==> src/rtl/pc16_rstack.sv <==
// rtl/pc16_rstack.sv - 16-bit program counter with optional 4-deep return stack
// Return stack is built only when PC16_RSTACK_EN is defined; otherwise call acts as load.
module pc16_rstack (
    input  logic        clk,
    input  logic        rst_n,
    input  logic [15:0] in,
    input  logic        load,
    input  logic        inc,
    input  logic        clr,
    input  logic        call,
    input  logic        ret,
    output logic [15:0] out,
    output logic [2:0]  depth,
    output logic        ovf,
    output logic        unf
);

    logic [15:0] out_q;
    logic [15:0] out_d;
    logic [15:0] out_inc;

    assign out_inc = out_q + 16'd1;
    assign out     = out_q;

`ifdef PC16_RSTACK_EN
    logic [15:0] stk [4];
    logic [2:0]  depth_q;
    logic [2:0]  depth_d;
    logic        ovf_q;
    logic        ovf_d;
    logic        unf_q;
    logic        unf_d;
    logic        push;
    logic        pop;

    always_comb begin
        out_d   = out_q;
        depth_d = depth_q;
        ovf_d   = ovf_q;
        unf_d   = unf_q;
        push    = 1'b0;
        pop     = 1'b0;
        if (clr) begin
            out_d   = 16'd0;
            depth_d = 3'd0;
            ovf_d   = 1'b0;
            unf_d   = 1'b0;
        end else if (ret) begin
            if (depth_q != 3'd0) begin
                out_d   = stk[0];
                depth_d = depth_q - 3'd1;
                pop     = 1'b1;
            end else begin
                out_d = out_inc;
                unf_d = 1'b1;
            end
        end else if (call) begin
            out_d = in;
            push  = 1'b1;
            if (depth_q == 3'd4) begin
                ovf_d = 1'b1;
            end else begin
                depth_d = depth_q + 3'd1;
            end
        end else if (load) begin
            out_d = in;
        end else if (inc) begin
            out_d = out_inc;
        end
    end

    always_ff @(posedge clk or negedge rst_n) begin
        if (!rst_n) begin
            out_q   <= 16'd0;
            depth_q <= 3'd0;
            ovf_q   <= 1'b0;
            unf_q   <= 1'b0;
        end else begin
            out_q   <= out_d;
            depth_q <= depth_d;
            ovf_q   <= ovf_d;
            unf_q   <= unf_d;
        end
    end

    // Entry 0 is the top; a push into a full stack shifts the oldest entry out of slot 3.
    always_ff @(posedge clk) begin
        if (push) begin
            stk[0] <= out_inc;
            for (int i = 1; i < 4; i++) begin
                stk[i] <= stk[i-1];
            end
        end else if (pop) begin
            for (int i = 0; i < 3; i++) begin
                stk[i] <= stk[i+1];
            end
        end
    end

    assign depth = depth_q;
    assign ovf   = ovf_q;
    assign unf   = unf_q;
`else
    logic unused_ret;

    assign unused_ret = ret;

    always_comb begin
        out_d = out_q;
        if (clr) begin
            out_d = 16'd0;
        end else if (call || load) begin
            out_d = in;
        end else if (inc) begin
            out_d = out_inc;
        end
    end

    always_ff @(posedge clk or negedge rst_n) begin
        if (!rst_n) begin
            out_q <= 16'd0;
        end else begin
            out_q <= out_d;
        end
    end

    assign depth = 3'd0;
    assign ovf   = 1'b0;
    assign unf   = 1'b0;
`endif

endmodule

==> config.mk <==
export PLATFORM = sky130hd
export DESIGN_NAME = pc16_rstack
export DESIGN_NICKNAME = d
export VERILOG_FILES = /design/src/rtl/pc16_rstack.sv
export SDC_FILE = /design/constraint.sdc
export NUM_CORES = 1
export LEC_CHECK = 0
export ABC_AREA = 1
export ABC_CLOCK_PERIOD_IN_PS = 1800
export BUFFER_PORTS_ARGS = -buffer_cell sky130_fd_sc_hd__buf_2
export CAP_MARGIN = 20
export CORE_ASPECT_RATIO = 0.75
export CORE_UTILIZATION = 48
export CTS_BUF_LIST = sky130_fd_sc_hd__clkbuf_8
export DETAILED_ROUTE_END_ITERATION = 16
export PLACE_DENSITY = 0.86
export SLEW_MARGIN = 15
export SYNTH_ARGS = -nofsm -noshare
export SYNTH_HDL_FRONTEND = slang
export SYNTH_SLANG_ARGS = --single-unit
==> constraint.sdc <==
create_clock -name clk -period 1.8 [get_ports clk]
set_input_delay 0.36 -clock clk [delete_from_list [all_inputs] [get_ports clk]]
set_output_delay 0.36 -clock clk [all_outputs]
set_load 0.03 [all_outputs]
==> results.toml <==
[status]
status = "completed"

[die]
io_pins = 44
initial_core_util_pct = 52.49
die-area_mm2 = 0.002817
die_h_um = 46.22
chipWidth_um = 60.96
fp-row-count = 15
core_area_mm2 = 0.002384

[power]
p_total_mw = 0.9492
cellPowerDensity_mw_per_mm2 = 640.7
power_switching_share_pct = 34.75
ir_worst_vdd_uv = 469.7
p_comb_share_pct = 26.8
clock_power_share_pct = 27.8
intPower_mw = 0.6193
p_leak_nw = 0.7835
p_seq_share_pct = 45.5
switchingPower_mw = 0.3299

[drt]
via_per_inst = 4.881
wl_per_cell_um = 10.87
wl_mm = 2.837
first_iter_violations = 82
vias = 1274
antenna_left = 0
drc = 0
firstDrtPassIters = 4

[setup_path]
r2r_setup_slack_ns = 0.39
cp-start-kind = "flip-flop"
cp_top_family = "flip-flops"
end_kind = "flip-flop"
crit_top_cell = "nand2_1"
reg2regPathDepth = 8
max_stage_delay_ns = 0.43
cp_max_fo = 5
required_ns = 1.94
cp_data_arrival_time_ns = 1.56
worstSetupPathType = "reg -> reg"
crit_path_top_delay_cell = "dfrtp_1"
r2r_end = "out[10]"
r2r-start = "out[0]"
timing.critical_path.buf_inv = 1
cp_cell_sequence = "ha_1, nand3_2, inv_2, nand2_4, o21ai_1, nand3_1, nand2_1, nand2_1"

[global_route]
antenna_found_initial = 0
grt_max_degree = 17
grt_use_total_pct = 22.67
grt_pass1_vias = 1039
grt_pass1_wl_mm = 4.595
gr-total-overflow = 0

[synth]
synth_area_per_cell_um2 = 6.585
netlist_instances = 190
ys_top_cells_by_area = "dfrtp_1 (32%), nand2_1 (17%), nor2_1 (9.0%)"
synth_cell_type_count = 26
seq_area_frac_synth_pct = 32.00
netlist.area_leader.share_pct = 32.00
synth-seq-cells = 16
yosysWarnings = 0
synth.cell_area_mm2 = 0.001251
synth_largest_area_cell = "dfrtp_1"

[timing]
fin_crit_ns = 1.414
hold_violations = 0
clock.fmax_mhz = 707.3
rsz0062_at_grt = "no"
hold_ws_ns = 0.02143
clock_skew_ns = 0.001915
drv_slew = 0
finalSetupViolations = 0
period_share_pct = 78.55
finalSetupTns_ns = 0

[clocking]
postCtsSetupRepairBufs = 0
cts_tree = "done"
holdBufCountCts = 0
clock_path_buffers = 2
cts_buffers = 3
root_buffer = "clkbuf_8"
clock_latency_ns = 0.25
cts-resized-gates = 0
clk_pin_slew_ns = 0.06
numClockSinks = 16
ctsHtreeMaxLevel = 1

[finish]
mostFrequentLayoutCell = "nand2_1"
largest_reg_flops = 16
diodes = 0
layout-drive-gt1-share_pct = 26.43
fill_cells = 246
stdcell_area_mm2 = 0.001481
area_delta_synth_final_pct = 18.40
final_util_pct = 62.15
fin_nets = 253
final_cell_mix = "nand2_1 (57), buf_2 (37), nor2_1 (30), inv_1 (17), dfrtp_1 (16)"

[placement]
place_hpwl_mm = 2.175
io_buffer_count = 37
placed_area_mm2 = 0.001440
gp_congestion = 0.8254

[flow_run]
maxCapViolations = 0

[worst_hold_path]
min_path_type = "in -> async"
==> synth_stat cells (all sizes together) <==
cell type,n
nand2,60
nor2,37
inv,21
dfrtp,16
nand3,16
o21ai,15
buf,10
xor2,4
nand4,3
o22ai,2
a21oi,1
conb,1
ha,1
nand3b,1
o211ai,1
o31ai,1
==> kinds of logic after synthesis <==
group | after synthesis | synth area share [%]
buffers and inverters | 31 | 12.40
XOR/XNOR | 4 | 2.800
other | 1 | 0.2997
AND/OR/NAND/NOR | 117 | 42.00
AO/OA/AOI/OAI | 20 | 9.500
flip-flops | 16 | 32.00
adder cells (fa/ha/maj) | 1 | 0.9998
==> how the worst max path moves through the flow <==
stage	start	end	slack, ns	cells past startpoint
after floorplan	out[1]	out[10]	0.29	8
after global placement	out[0]	out[10]	0.42	8
after detailed placement	out[0]	out[10]	0.40	8
after CTS	out[0]	out[10]	0.39	8
after global routing	out[0]	out[8]	0.28	8
final	out[0]	out[10]	0.39	8
==> through the flow <==
stage	cells	setup slack [ns]
2_1_floorplan	194	0.2905
3_3_place_gp	258	0.4246
3_5_place_dp	258	0.3980
4_1_cts	261	0.3885
5_1_grt	261	0.2754
6_report	261	0.3861
==> per-layer routing <==
layer,routed length (um),global-route usage [%],vias to the layer above
met5,0,0,-
met4,21,5.455,0
met3,151,5.899,4
met2,1238,36.70,34
met1,1425,30.36,574
li1,-,-,662
==> layout make-up <==
cell class / count / area (um2) / share of cell area (%)
Multi-Input combinational cell: 147 / 710.7 / 47.97
Sequential cell: 16 / 400.4 / 27.03
Timing Repair Buffer: 40 / 207.7 / 14.02
Inverter: 21 / 78.83 / 5.321
Tap cell: 34 / 42.54 / 2.872
Clock buffer: 3 / 41.29 / 2.787
==> power by group through the flow <==
stage / Combinational, mW / Clock, mW / Sequential (mW)
2_1_floorplan: 0.128 / 0 / 0.487
3_3_place_gp: 0.248 / 0 / 0.436
3_5_place_dp: 0.254 / 0 / 0.437
4_1_cts: 0.255 / 0.273 / 0.431
5_1_grt: 0.281 / 0.287 / 0.438
6_report: 0.254 / 0.264 / 0.432
Power figures use the tool's default switching activity.
